<file path="config.mk">
export PLATFORM = sky130hd
export DESIGN_NAME = fifo_stream_reader_flat
export DESIGN_NICKNAME = d
export VERILOG_FILES = /design/src/rtl/fifo_stream_reader_if.sv /design/src/rtl/fifo_stream_reader.sv /design/src/flat_wrapper.sv
export SDC_FILE = /design/constraint.sdc
export NUM_CORES = 1
export LEC_CHECK = 0
export CAP_MARGIN = 10
export CORE_MARGIN = 2
export CORE_UTILIZATION = 45
export CTS_CLUSTER_DIAMETER = 120
export DETAILED_ROUTE_END_ITERATION = 8
export GPL_ROUTABILITY_DRIVEN = 0
export PLACE_DENSITY = 0.76
export SLEW_MARGIN = 10
export SYNTH_ARGS = -nofsm -noshare
export SYNTH_HDL_FRONTEND = slang
export SYNTH_SLANG_ARGS = --single-unit
export TNS_END_PERCENT = 1
</file>
<file path="constraint.sdc">
create_clock -name clk_i -period 1.6 [get_ports clk_i]
set_clock_uncertainty 0.15 [all_clocks]
set_input_delay 0.48 -clock clk_i [delete_from_list [all_inputs] [get_ports clk_i]]
set_output_delay 0.48 -clock clk_i [all_outputs]
set_load 0.05 [all_outputs]
</file>
<file path="src/rtl/fifo_stream_reader_if.sv">
// Pop side of an upstream FIFO plus the registered valid/ready stream it feeds.
// master = the reader (drives pop and the stream); slave = FIFO + consumer.
interface fifo_stream_reader_if #(
  parameter int DATA_WIDTH = 32,
  parameter int CNT_WIDTH  = 2
);
  logic                  fifo_empty_i;
  logic                  fifo_pop_o;
  logic [DATA_WIDTH-1:0] fifo_data_i;
  logic                  valid_o;
  logic                  ready_i;
  logic [DATA_WIDTH-1:0] data_o;
  logic [CNT_WIDTH-1:0]  usage_o;

  modport master (
    input  fifo_empty_i, fifo_data_i, ready_i,
    output fifo_pop_o, valid_o, data_o, usage_o
  );

  modport slave (
    output fifo_empty_i, fifo_data_i, ready_i,
    input  fifo_pop_o, valid_o, data_o, usage_o
  );
endinterface

</file>
<file path="src/rtl/fifo_stream_reader.sv">
// Drains a FIFO pop port into a credit-checked buffer; valid_o follows a pop by READ_LATENCY+1 cycles.
// Pops stop once buffered + in-flight words fill the buffer; ready_i never reaches fifo_pop_o.
module fifo_stream_reader #(
  parameter int DATA_WIDTH   = 32,
  parameter int READ_LATENCY = 0,
  parameter int BUF_DEPTH    = 2,
  parameter int CNT_WIDTH    = $clog2(BUF_DEPTH + 1)
) (
  input  logic                 clk_i,
  input  logic                 rst_ni,
  input  logic                 flush_i,
  fifo_stream_reader_if.master bus
);
  localparam int PTR_W = (BUF_DEPTH > 1) ? $clog2(BUF_DEPTH) : 1;
  localparam int SUM_W = CNT_WIDTH + 2;

  if (READ_LATENCY < 0 || READ_LATENCY > 2) begin : g_bad_latency
    $error("fifo_stream_reader: READ_LATENCY must be 0..2");
  end
  if (BUF_DEPTH < 1) begin : g_bad_depth
    $error("fifo_stream_reader: BUF_DEPTH must be >= 1");
  end
  if (CNT_WIDTH != $clog2(BUF_DEPTH + 1)) begin : g_bad_cnt
    $error("fifo_stream_reader: CNT_WIDTH is derived and must not be overridden");
  end

  logic [DATA_WIDTH-1:0] mem_q [BUF_DEPTH];
  logic [PTR_W-1:0]      wptr_q;
  logic [PTR_W-1:0]      rptr_q;
  logic [CNT_WIDTH-1:0]  buf_cnt_q;
  logic [CNT_WIDTH-1:0]  buf_cnt_n;
  logic [SUM_W-1:0]      inflight;
  logic                  pop;
  logic                  capture;
  logic                  deq;

  function automatic logic [PTR_W-1:0] next_ptr(input logic [PTR_W-1:0] p);
    return (p == PTR_W'(BUF_DEPTH - 1)) ? '0 : p + PTR_W'(1);
  endfunction

  // Credit counts words already returning, so capture can never find the buffer full.
  assign pop = ~bus.fifo_empty_i & ~flush_i &
               ((SUM_W'(buf_cnt_q) + inflight) < SUM_W'(BUF_DEPTH));

  if (READ_LATENCY == 0) begin : g_no_pipe
    assign inflight = '0;
    assign capture  = pop;
  end else begin : g_pipe
    logic [READ_LATENCY-1:0] pipe_q;
    logic [READ_LATENCY-1:0] pipe_n;

    always_comb begin
      pipe_n    = pipe_q;
      pipe_n[0] = pop;
      for (int i = 1; i < READ_LATENCY; i++) begin
        pipe_n[i] = pipe_q[i-1];
      end
    end

    always_comb begin
      inflight = '0;
      for (int i = 0; i < READ_LATENCY; i++) begin
        inflight = inflight + SUM_W'(pipe_q[i]);
      end
    end

    always_ff @(posedge clk_i or negedge rst_ni) begin
      if (!rst_ni) begin
        pipe_q <= '0;
      end else if (flush_i) begin
        pipe_q <= '0;
      end else begin
        pipe_q <= pipe_n;
      end
    end

    // Reads issued before a flush land during it and are dropped.
    assign capture = pipe_q[READ_LATENCY-1] & ~flush_i;
  end

  assign deq       = bus.valid_o & bus.ready_i;
  assign buf_cnt_n = buf_cnt_q + CNT_WIDTH'(capture) - CNT_WIDTH'(deq);

  always_ff @(posedge clk_i or negedge rst_ni) begin
    if (!rst_ni) begin
      wptr_q    <= '0;
      rptr_q    <= '0;
      buf_cnt_q <= '0;
    end else if (flush_i) begin
      wptr_q    <= '0;
      rptr_q    <= '0;
      buf_cnt_q <= '0;
    end else begin
      if (capture) wptr_q <= next_ptr(wptr_q);
      if (deq)     rptr_q <= next_ptr(rptr_q);
      buf_cnt_q <= buf_cnt_n;
    end
  end

  always_ff @(posedge clk_i or negedge rst_ni) begin
    if (!rst_ni) begin
      for (int i = 0; i < BUF_DEPTH; i++) begin
        mem_q[i] <= '0;
      end
    end else if (capture) begin
      mem_q[wptr_q] <= bus.fifo_data_i;
    end
  end

  assign bus.fifo_pop_o = pop;
  assign bus.valid_o    = (buf_cnt_q != '0);
  assign bus.data_o     = mem_q[rptr_q];
  assign bus.usage_o    = buf_cnt_q;

  a_no_pop_when_empty: assert property (
    @(posedge clk_i) disable iff (!rst_ni) !(bus.fifo_pop_o && bus.fifo_empty_i));

  a_no_capture_when_full: assert property (
    @(posedge clk_i) disable iff (!rst_ni) !(capture && buf_cnt_q == CNT_WIDTH'(BUF_DEPTH)));

  a_stream_stable: assert property (
    @(posedge clk_i) disable iff (!rst_ni)
    (bus.valid_o && !bus.ready_i && !flush_i) |=> (bus.valid_o && $stable(bus.data_o)));
endmodule

</file>
<file path="src/flat_wrapper.sv">
// flat-port wrapper written by rule: the top's interface ports become plain ports
module fifo_stream_reader_flat 
#(
  parameter int DATA_WIDTH   = 32,
  parameter int READ_LATENCY = 0,
  parameter int BUF_DEPTH    = 2,
  parameter int CNT_WIDTH    = $clog2(BUF_DEPTH + 1)
)
  (clk_i, rst_ni, flush_i, bus_fifo_empty_i, bus_fifo_data_i, bus_ready_i, bus_fifo_pop_o, bus_valid_o, bus_data_o, bus_usage_o);
  fifo_stream_reader_if #(.DATA_WIDTH(DATA_WIDTH), .CNT_WIDTH(CNT_WIDTH)) bus_i ();
  input  logic clk_i;
  input  logic rst_ni;
  input  logic flush_i;
  input wire logic [$bits(bus_i.fifo_empty_i)-1:0] bus_fifo_empty_i;
  input wire logic [$bits(bus_i.fifo_data_i)-1:0] bus_fifo_data_i;
  input wire logic [$bits(bus_i.ready_i)-1:0] bus_ready_i;
  output wire logic [$bits(bus_i.fifo_pop_o)-1:0] bus_fifo_pop_o;
  output wire logic [$bits(bus_i.valid_o)-1:0] bus_valid_o;
  output wire logic [$bits(bus_i.data_o)-1:0] bus_data_o;
  output wire logic [$bits(bus_i.usage_o)-1:0] bus_usage_o;
  assign bus_i.fifo_empty_i = bus_fifo_empty_i;
  assign bus_i.fifo_data_i = bus_fifo_data_i;
  assign bus_i.ready_i = bus_ready_i;
  assign bus_fifo_pop_o = bus_i.fifo_pop_o;
  assign bus_valid_o = bus_i.valid_o;
  assign bus_data_o = bus_i.data_o;
  assign bus_usage_o = bus_i.usage_o;
  fifo_stream_reader #(.DATA_WIDTH(DATA_WIDTH), .READ_LATENCY(READ_LATENCY), .BUF_DEPTH(BUF_DEPTH), .CNT_WIDTH(CNT_WIDTH)) u_core (.clk_i(clk_i), .rst_ni(rst_ni), .flush_i(flush_i), .bus(bus_i));
endmodule
</file>
==> results.cfg, run 1 <==
[timing]
number_of_max_slew_violations_in_the_final_report = 0
fin_crit_ps = 2134
unrepaired_setup_endpoints_after_global_routing = yes
achievable-frequency_mhz = 468.5
finalCritPeriodShare = 1.334
setup-violations-final = 100
total_count_of_hold_check_failures_in_the_final_report = 0
hold_slack_ps = 14.28
relSlewSlack = 0.7665
finalWorstSetupSlack_ps = -534.5
max_slew.worst_pin.slew_ps = 350.3

[cells_and_area]
design.final.nets = 322
multi_input_gate_area_in_the_final_layout_um2 = 1388
finish.instance_area_um2 = 4666
filler_cell_count = 470
footprint_of_the_flip_flops_and_latches_um2 = 1704
antennaDiodeCount = 0
post_route_cells_drive_above_1_share = 0.5882
area.growth.synth_to_final_pct = 46.93

[setup_path]
worst_path_largest_cell_delay_ps = 430
slowest_cp_cell = sky130_fd_sc_hd__dfrtp_1
critical_path.endpoint_type = output port
timing.critical_path.max_delay_family = flip-flops
critPathRequiredTime_ps = 970
worstPathMaxFanout = 17
timing.critical_path.cells = buf_12 -> mux2_2 -> buf_12
worst_ep_arrival_time_ps = 1500
worst_setup_path_start_kind = flip-flop
timing.setup.critical_path_class = reg2out
critical_path_buf_inv_count = 2
critical_path.most_common_cell = sky130_fd_sc_hd__buf_12

[synth]
synthSimpleGateAreaFrac = 0.03231
syn_nets = 235
synth.ff_latch_count = 68
synth_cell_type_count = 24
avgSynthCellArea_um2 = 16.12
number_of_synthesis_warnings = 0
synth-main-ff-cell = sky130_fd_sc_hd__dfrtp_1
synth.top_cell.area_share = 0.5359
synth_top_area_cell = sky130_fd_sc_hd__dfrtp_1
post_synth_fa_ha_maj_area_fraction = 0.003940
synth_compound_gate_area_share = 0.01024
netlist_top_cells_count = sky130_fd_sc_hd__dfrtp_1 (68), sky130_fd_sc_hd__mux2_2 (64), sky130_fd_sc_hd__mux2_4 (30)
synth.area.top_cells = sky130_fd_sc_hd__dfrtp_1 (54%), sky130_fd_sc_hd__mux2_2 (23%), sky130_fd_sc_hd__mux2_4 (14%), sky130_fd_sc_hd__buf_12 (1.9%), sky130_fd_sc_hd__buf_6 (1.4%)
synth_top_family_by_area = multiplexers
syn_area_um2 = 3176
number_of_cells_produced_by_synthesis = 197
most_frequently_used_cell_type_in_the_post_synthesis_netlist = sky130_fd_sc_hd__dfrtp_1
muxShareOfSynthArea = 0.3759
synth.yosys.seq_area_share = 0.5359
synth_xor_xnor_area_share = 0.002758
synth-edff-count = 0
synth_async_sr_flop_share = 1.000

[clock_tree]
clk_pin_slew_ps = 70
cts_tree = built
holdBufCountCts = 0
worst_skew_pair.late_latency_ps = 340
cts_inserted_buffers = 9
cts.sinks = 68
clk_root_buffer_cell = sky130_fd_sc_hd__clkbuf_8
ctsHtreeMaxLevel = 3
clock_tree.buffer_depth = 2

[die]
die-area_um2 = 7745
total_number_of_placement_rows = 30
floorplan.core_area_um2 = 6794
ioPinCount = 73
chipWidth_um = 88.01
initial_utilization = 0.4674
die_h_um = 88.01

[drt]
initialDrtViolationCount = 104
post_detailed_route_drc_marker_count = 0
routedWlPerCell_um = 16.14
routed_wl_um = 6213
drt_pre_antenna_iters = 4
vias = 1903
drt-vias-per-instance = 4.943
final_antenna_net_count = 0

[power_and_ir_drop]
power_leakage_uw = 0.002010
pwr_density_cell_nw_per_um2 = 1700
power.net_switching_uw = 2785
clk_network_pwr_share = 0.174
cellInternalPower_uw = 5148
ir_drop_v = 0.0009283
power_frac_comb = 0.505
design_power_total_uw = 7933
power.sequential.fraction = 0.320
netSwitchingFraction = 0.3510

[outcome]
status = finished with violations
violations = setup timing

[grt]
grt_antenna_before_repair = 0
total_congestion_overflow = 0
first_global_vias = 2138
grt.total_usage = 0.1817
grt_max_degree = 69
wire_length_of_the_first_global_routing_pass_um = 10580

[place]
hpwl_after_detailed_placement_um = 4183
dpl-instance-area_um2 = 4410
place.port_buffers = 72

[worst_hold_path]
holdCritPathClass = in2async

[run]
maxCapViolations = 0
-- power by group through the flow --
stage | clock [uW] | sequential, uW | combinational (uW)
after detailed placement | 0 | 2550 | 3970
final | 1380 | 2540 | 4010
after floorplan | 0 | 2490 | 2260
after global placement | 0 | 2530 | 3930
after global routing | 1510 | 2610 | 4180
after CTS | 1430 | 2540 | 4020
-- flip-flops by register name, indices dropped and copies added (netlist names) --
signal / count
u_core.bus.usage_o: 2
u_core.rptr_q: 1
u_core.wptr_q: 1
u_core.mem_q: 64
-- final timing paths --
kind | slack (ps) | to | depth (start not counted) | from
max reg2reg | -90 | u_core.mem_q[56] | 3 | u_core.wptr_q
min in group clk_i | 350 | u_core.mem_q[58] | 1 | u_core.mem_q[58]
min reg2reg | 350 | u_core.mem_q[58] | 1 | u_core.mem_q[58]
max in group asynchronous | 1000 | u_core.bus.usage_o[1] | 2 | rst_ni
min | 10 | u_core.mem_q[63] | 2 | rst_ni
max | -530 | bus_data_o[5] | 3 | u_core.rptr_q
-- routing by layer --
layer / up-vias / wire [um] / GRT usage
li1: 883 / - / -
met1: 972 / 2672 / 0.2289
met2: 44 / 3213 / 0.2934
met3: 4 / 261 / 0.06503
met4: 0 / 66 / 0.05874
met5: - / 0 / 0
-- logic make-up (layout without fill, tap and decap cells) --
group / Yosys count / after routing
mux: 96 / 96
fa+ha+maj: 1 / 1
xor+xnor: 1 / 1
compound gates: 6 / 6
buf+inv: 11 / 103
simple gates: 14 / 14
flops: 68 / 68
-- what timing repair did --
| item | CTS | global route |
|---|---|---|
| resized for setup | 12 | 8 |
| setup buffers | 1 | 0 |
| pin swaps | 1 | 2 |
| setup endpoints to repair | 102 | 101 |
-- stage by stage --
stage                       util  TNS, ps  cells  setup slack, ps
final                     0.6867   -22430    385           -534.5
after global placement    0.6492   -50460    368           -696.3
after detailed placement  0.6492   -52690    368           -753.5
after CTS                 0.6829   -22230    385           -559.6
after floorplan                -   -29260    197           -506.6
after global routing      0.6867   -24780    385           -600.8
-- layout by cell type, fill, tap and decap left out, types with 2 or more instances in the layout --
cell / synthesis / layout
sky130_fd_sc_hd__dfrtp_1: 68 / 66
sky130_fd_sc_hd__mux2_2: 64 / 59
sky130_fd_sc_hd__buf_12: 3 / 40
sky130_fd_sc_hd__mux2_4: 30 / 35
sky130_fd_sc_hd__clkdlybuf4s50_1: 0 / 33
sky130_fd_sc_hd__clkbuf_8: 0 / 9
sky130_fd_sc_hd__buf_4: 0 / 6
sky130_fd_sc_hd__buf_6: 4 / 4
sky130_fd_sc_hd__nand2_1: 3 / 3
sky130_fd_sc_hd__o21ai_0: 4 / 3
sky130_fd_sc_hd__nor2b_1: 2 / 2
sky130_fd_sc_hd__mux2_1: 2 / 2
sky130_fd_sc_hd__clkinv_4: 0 / 2
sky130_fd_sc_hd__clkinv_2: 0 / 2
sky130_fd_sc_hd__dfrtp_2: 0 / 2
-- final cells by class --
cell class,count,share of cell area
repair buffers,87,0.2703
clock inverters,6,0.01394
flip-flops and latches,68,0.3652
multi-input cells,118,0.2974
clock buffers,10,0.02735
well taps,96,0.02574
(Power assumes the default switching activity.)
==> inputs of run 2 (changes only) <==
--- a/config.mk
+++ b/config.mk
@@ -5,7 +5,7 @@
 export SDC_FILE = /design/constraint.sdc
 export NUM_CORES = 1
 export LEC_CHECK = 0
-export CAP_MARGIN = 10
+export CAP_MARGIN = 20
 export CORE_MARGIN = 2
 export CORE_UTILIZATION = 45
 export CTS_CLUSTER_DIAMETER = 120
==> results of run 2 <==
No change in the layout: final DEF, timing and power equal those of run 1.
